## config.mk

```make
export PLATFORM = sky130hd
export DESIGN_NAME = p_stage_patdet
export DESIGN_NICKNAME = d
export VERILOG_FILES = /design/src/rtl/p_stage_patdet.sv
export SDC_FILE = /design/constraint.sdc
export NUM_CORES = 1
export LEC_CHECK = 0
export ABC_AREA = 1
export CORE_MARGIN = 3
export CORE_UTILIZATION = 34
export DETAILED_ROUTE_END_ITERATION = 10
export PLACE_DENSITY = 0.93
export SLEW_MARGIN = 25
export SYNTH_ARGS = -nofsm -noshare
export SYNTH_HDL_FRONTEND = slang
export SYNTH_SLANG_ARGS = --single-unit
```

## constraint.sdc

```tcl
create_clock -name CLK -period 1.24 [get_ports CLK]
set_input_delay 0.248 -clock CLK [delete_from_list [all_inputs] [get_ports CLK]]
set_output_delay 0.248 -clock CLK [all_outputs]
set_load 0.02 [all_outputs]
```

## src/rtl/p_stage_patdet.sv

```systemverilog
// Purpose: DSP slice output stage; registers the ALU result and carry, and runs pattern/inverted-pattern detection with overflow/underflow flags and optional auto-reset of P.
// Latency: 1 CLK from P_IN to P with PREG=1; combinational pass-through with PREG=0.
// Backpressure: none; CEP=0 freezes every P/detect/past register. Optional macro PATDET_STICKY_EN adds the sticky overflow/underflow bits.
module p_stage_patdet #(
  parameter int             N                = 48,
  parameter int             PREG             = 1,
  parameter logic [N-1:0]   PATTERN          = '0,
  parameter logic [N-1:0]   MASK             = 48'h3FFF_FFFF_FFFF,
  parameter int             SEL_PATTERN      = 0,
  parameter int             SEL_MASK         = 0,
  parameter int             AUTORESET_PATDET = 0
) (
  input  logic         CLK,
  input  logic         RSTP,
  input  logic         CEP,
  input  logic [N-1:0] P_IN,
  input  logic         COUT,
  input  logic [N-1:0] C_R,
`ifdef PATDET_STICKY_EN
  input  logic         CLR_STICKY,
  output logic         OVF_STICKY,
  output logic         UNF_STICKY,
`endif
  output logic [N-1:0] P,
  output logic [N-1:0] PCOUT,
  output logic         CARRYOUT,
  output logic         PATTERNDETECT,
  output logic         PATTERNBDETECT,
  output logic         OVERFLOW,
  output logic         UNDERFLOW
);

  logic [N-1:0] pat;
  logic [N-1:0] msk;
  logic         match;
  logic         bmatch;

  // Pattern/mask source selection and the two match terms on the raw ALU result
  always_comb begin
    pat    = (SEL_PATTERN != 0) ? C_R : PATTERN;
    msk    = (SEL_MASK != 0) ? C_R : MASK;
    match  = &((~(P_IN ^ pat)) | msk);
    bmatch = &((~(P_IN ^ ~pat)) | msk);
  end

  generate
    if (PREG == 1) begin : g_reg
      logic [N-1:0] p_q;
      logic         carry_q;
      logic         pd_q;
      logic         pbd_q;
      logic         pd_past_q;
      logic         pbd_past_q;
      logic         auto_rst;

      // Auto-reset fires on the registered detect state, only on enabled edges
      always_comb begin
        auto_rst = 1'b0;
        if (AUTORESET_PATDET == 1)
          auto_rst = pd_q;
        else if (AUTORESET_PATDET == 2)
          auto_rst = pd_past_q & ~pd_q;
        auto_rst = auto_rst & CEP;
      end

      // Result/detect registers: reset, then auto-reset, then load; past state tracks detect on every enabled edge
      always_ff @(posedge CLK) begin
        if (!RSTP) begin
          p_q        <= '0;
          carry_q    <= 1'b0;
          pd_q       <= 1'b0;
          pbd_q      <= 1'b0;
          pd_past_q  <= 1'b0;
          pbd_past_q <= 1'b0;
        end else if (CEP) begin
          pd_past_q  <= pd_q;
          pbd_past_q <= pbd_q;
          if (auto_rst) begin
            p_q     <= '0;
            carry_q <= 1'b0;
            pd_q    <= 1'b0;
            pbd_q   <= 1'b0;
          end else begin
            p_q     <= P_IN;
            carry_q <= COUT;
            pd_q    <= match;
            pbd_q   <= bmatch;
          end
        end
      end

      // Flags decode from registered state only; a drop out of either detect band raises one
      always_comb begin
        P              = p_q;
        PCOUT          = p_q;
        CARRYOUT       = carry_q;
        PATTERNDETECT  = pd_q;
        PATTERNBDETECT = pbd_q;
        OVERFLOW       = pd_past_q & ~pd_q & ~pbd_q;
        UNDERFLOW      = pbd_past_q & ~pd_q & ~pbd_q;
      end
    end else begin : g_comb
      // Unregistered stage: no history, so overflow/underflow cannot be formed
      always_comb begin
        P              = P_IN;
        PCOUT          = P_IN;
        CARRYOUT       = COUT;
        PATTERNDETECT  = match;
        PATTERNBDETECT = bmatch;
        OVERFLOW       = 1'b0;
        UNDERFLOW      = 1'b0;
      end
    end
  endgenerate

`ifdef PATDET_STICKY_EN
  // Sticky flags capture any flag pulse regardless of CEP; a set beats a same-cycle clear
  always_ff @(posedge CLK) begin
    if (!RSTP) begin
      OVF_STICKY <= 1'b0;
      UNF_STICKY <= 1'b0;
    end else begin
      if (OVERFLOW)
        OVF_STICKY <= 1'b1;
      else if (CLR_STICKY)
        OVF_STICKY <= 1'b0;
      if (UNDERFLOW)
        UNF_STICKY <= 1'b1;
      else if (CLR_STICKY)
        UNF_STICKY <= 1'b0;
    end
  end
`endif

endmodule
```

# Word level (Yosys, flattened, before mapping)
# Index checks and enable logic that the tools add are counted.
word_totals:
  ff_bits: 53
  in_bits: 100
  output_inout_bits: 101
  word_cells: 16
op_classes:
  bitwise_logic: 8
  reduce_logical: 2
ops:
  columns: ["operator", "count"]
  rows:
  - ["48-bit NOT", 2]
  - ["1-bit bitwise AND", 4]
  - ["2-bit AND reduction", 2]
  - ["1-bit NOT", 2]

# Longest topological paths before layout
# Gate-level depths: netlist of run 1.
depth:
  ltp_word: 3
  mapped_depth: 5
  ltp_nobuf: 4

# Least setup slack after synthesis of run 1
# OpenSTA, ideal clock, no wires.
synth_path:
  path_type: "reg2out"
  start: "reg g_reg.pbd_q, in the netlist PATTERNBDETECT"
  end: "out OVERFLOW"
  arrival_ps: 955
  required_ps: 992
  slack_ps: 37
  stages_incl_launch_ff: 2
  path_cell_list: "dfxtp_1 nor3b_1"
synth_via:
  elab_chain_len: 2
synth_rtl:
  columns: ["element", "line", "rtl"]
  rows:
  - ["from (decl)", "51", "logic pbd_q;"]
  - ["from (signal assigned)", "87", "pbd_q <= bmatch;"]
  - ["1-bit NOT", "99", "OVERFLOW = pd_past_q & ~pd_q & ~pbd_q;"]
  - ["1-bit bitwise AND", "99", null]
  - ["to (decl)", "29", "output logic OVERFLOW,"]
# No other way between the ends.

# Worst setup path in the final report of run 1
layout_path:
  start: "reg g_reg.pd_q, in the netlist PATTERNDETECT"
  end: "out OVERFLOW"
layout_via:
  elab_chain_len: 3
layout_rtl:
  columns: ["element", "line", "rtl"]
  rows:
  - ["from (decl)", "50", "logic pd_q;"]
  - ["from (signal assigned)", "86", "pd_q <= match;"]
  - ["1-bit NOT", "99", null]
  - ["1-bit bitwise AND (2 in a row)", "99", null]
# No other way between the ends.

==> impl_results.md, run 1 <==
- Outcome: complete, but fails checks
- Violated checks: setup timing
- Die X-Extent: 88.1 um
- Fin crit period: 1.31 ns
- Top_reg_cell synth: dfxtp_1
- Routed Antenna Nets: 0
- Final hold vios: 0
- Crit path max fanout: 3
- Num ports: 201
- CTS tree: done
- Nature of the critical path endpoint: output pin
- Async S/R FF share, synth: 0%
- Largest net degree at the start of global routing: 53
- Clock Path Buffers: 2
- Comb pwr share: a little under a quarter
- Final Slew Violations: 0
- TritonRoute pass-1 iters: 4
- Count leader, synth: nor2_1
- EDFF count, synth: 0
- Die area: 0.00777 sq mm
- Total CTS buffers: 5
- Hold_ws: 0.344 ns
- Count of unique library cells instantiated by Yosys: 14
- H-tree levels: 2
- Initial antenna violation count: 0
- Period utilization: 105%
- CTS sink cnt: 53
- Grt ovf: 0
- Fmax: 765 MHz
- Yosys reg bits: 53
- Ys Warns: 0
- WL final: 6.16 mm
- Worst Skew: 0.00124 ns
- Register area share after synthesis: 46.3%
- FF-to-FF Start: PATTERNDETECT
- Critical Path RT: slightly below 1 ns
- Util after Layout: 50.4%
- MaxCap Viol Count: 0
- Reg clk slew, reported paths: 0.10 ns
- Worst-case vdd ir drop: 0.757 mV
- N_diodes: 0
- Final setup margin: -0.0677 ns
- Synth top area share: 46.3%
- Via Count: approximately 2100
- RSZ-0062 raised after global routing: true
- Share of layout cells above drive strength 1: 32.5%
- Hold Path Class: input port to flop
- GRT Resource Usage Total: between 10% and 20%
- WP data arrival: between 1 and 1.5 ns
- Sw Ratio: 27.7%
- Max_slew headroom: just over 80%
- Power Dens Cells: 1280 mW/mm^2
- Synth top area cells: dfxtp_1 46%, buf_4 17%, nor2_1 16%
- IO buf count: ~150
- Worst hold start: CEP
- WS Path Type: flop to output pin
- Routed vias/inst: approximately 4.5
- Mapped Avg Cell Area: 8.13 sq um
- Filler cell count: 669
- DR DRC count: 0
- Worst setup SP type: flop
- Root Buffer Master: clkbuf_8
- Final HPWL DP: around 4.5 mm
- Layout Area Growth over Synthesis: 42.1%
- DRT iter0 DRCs: 58
- NumNets Final: 484
- Reg power frac: 45.5%
- Skew-Pair Late Insertion Delay: 0.30 ns
- CTS Hold Buffers Added: 0
- Leak: between 1.5 and 2 nW
- GP Congestion: 0.710
- P_sw: 1.16 mW
- Initial Util: 35.5%
- Mapped Nets: between 300 and 400
- Global-route wire length before repair: 9.56 mm
- Avg WL per Cell: 13.3 um
- Mapped Area: approximately 0.0023 sq mm
- Area leader, netlist: dfxtp_1
- Vias in the first global route: 2081
- Area of the core: ~0.0065 sq mm
- Setup-failing EPs final: 3
- Clock power share: 31.9%
- Post-Synthesis Cells: 282
- Int Pwr: 3.03 mW
- Row cnt: 29
- DIE HEIGHT: ~88 um
- Critical Path Source: PATTERNDETECT
- Worst-Margin Slew: between 0.2 and 0.3 ns
- Post-synth top cells: 100 x nor2_1, 53 x buf_4, 53 x dfxtp_1
==> final timing paths <==
check                                endpoint  slack [ns]  depth (start not counted)
worst max-delay path                 OVERFLOW       -0.07                          3
worst min-delay path                     P[0]        0.34                          3
worst max register to register  PATTERNDETECT        0.41                          4
worst min register to register          P[47]        0.51                          2
==> timing repair <==
item | CTS | global route
pin swaps | 0 | 1
endpoints found under the setup margin | 101 | 84
setup buffers | 1 | 0
resized for setup | 258 | 89
==> logic make-up after synthesis <==
kind of cell	synth area share (%)
and+or+nand+nor	18.5
buffers and inverters	23.6
DFF	46.3
AOI/OAI and AO/OA	11.7
==> placed cells by master, fill, tap and decap left out, types with 2 or more instances in the layout <==
master / count
dfxtp_2: 2
nand2_1: 6
dfxtp_1: 50
o21ai_0: 39
a21oi_2: 2
nor2_1: 100
buf_4: 7
inv_1: 2
clkdlybuf4s50_1: 50
buf_6: 3
clkbuf_2: 49
clkbuf_8: 5
o21ai_1: 10
clkdlybuf4s15_2: 22
bufinv_16: 2
buf_2: 26
nor3b_2: 2
==> state kept, by name, indices dropped and copies added (netlist names) <==
register and count:
g_reg.pbd_past_q 1, g_reg.pd_past_q 1, CARRYOUT 1, PATTERNBDETECT 1, PATTERNDETECT 1, P 48
==> per-layer routing <==
metal	GRT usage [%]	vias up	wire [um]
li1	-	1047	-
met1	15.8	967	2290
met2	29.9	85	3330
met3	5.08	2	532
met4	2.47	0	13
met5	0	-	0
==> final cells by class <==
cell class / count / area [sq um] / area share [%]
well taps: 77 / 96.3 / 2.96
inverters: 3 / 18.8 / 0.576
multi-input cells: 162 / 702 / 21.5
repair buffers: 159 / 1240 / 38.1
clock buffers: 5 / 68.8 / 2.11
clock inverters: 3 / 65.1 / 2.00
flip-flops and latches: 53 / 1070 / 32.8
==> power by group through the flow <==
stage	registers [mW]	clock network [mW]	logic (mW)
detailed placement	1.94	0	1.12
CTS	1.91	1.39	1.04
global placement	1.93	0	1.10
finish	1.90	1.33	0.947
global route	1.92	1.48	1.02
floorplan	2.07	0	0.516
==> worst max-delay path: stages, from the launching register on <==
cell and delay (ns):
dfxtp_2 0.35, buf_6 0.12, nor3b_2 0.14, buf_4 0.16
==> per-stage QoR <==
step,power (mW),cell area (sq um),setup TNS (ns),instances,setup WS [ns]
after detailed placement,3.07,3440,-1.97,453,-0.195
after global routing,4.42,3260,-0.290,462,-0.134
after floorplan,2.58,2290,0,282,0.0372
after CTS,4.34,3640,-0.176,462,-0.0854
final,4.18,3260,-0.0857,462,-0.0677
after global placement,3.03,3440,-0.767,453,-0.177
No activity file was read; power rests on OpenSTA's default activity.
==> inputs of run 2 (changes only) <==
- CTS_CLUSTER_SIZE: unset -> 12
==> results of run 2 <==
The final DEF is identical to that of run 1; final timing and power are the same.
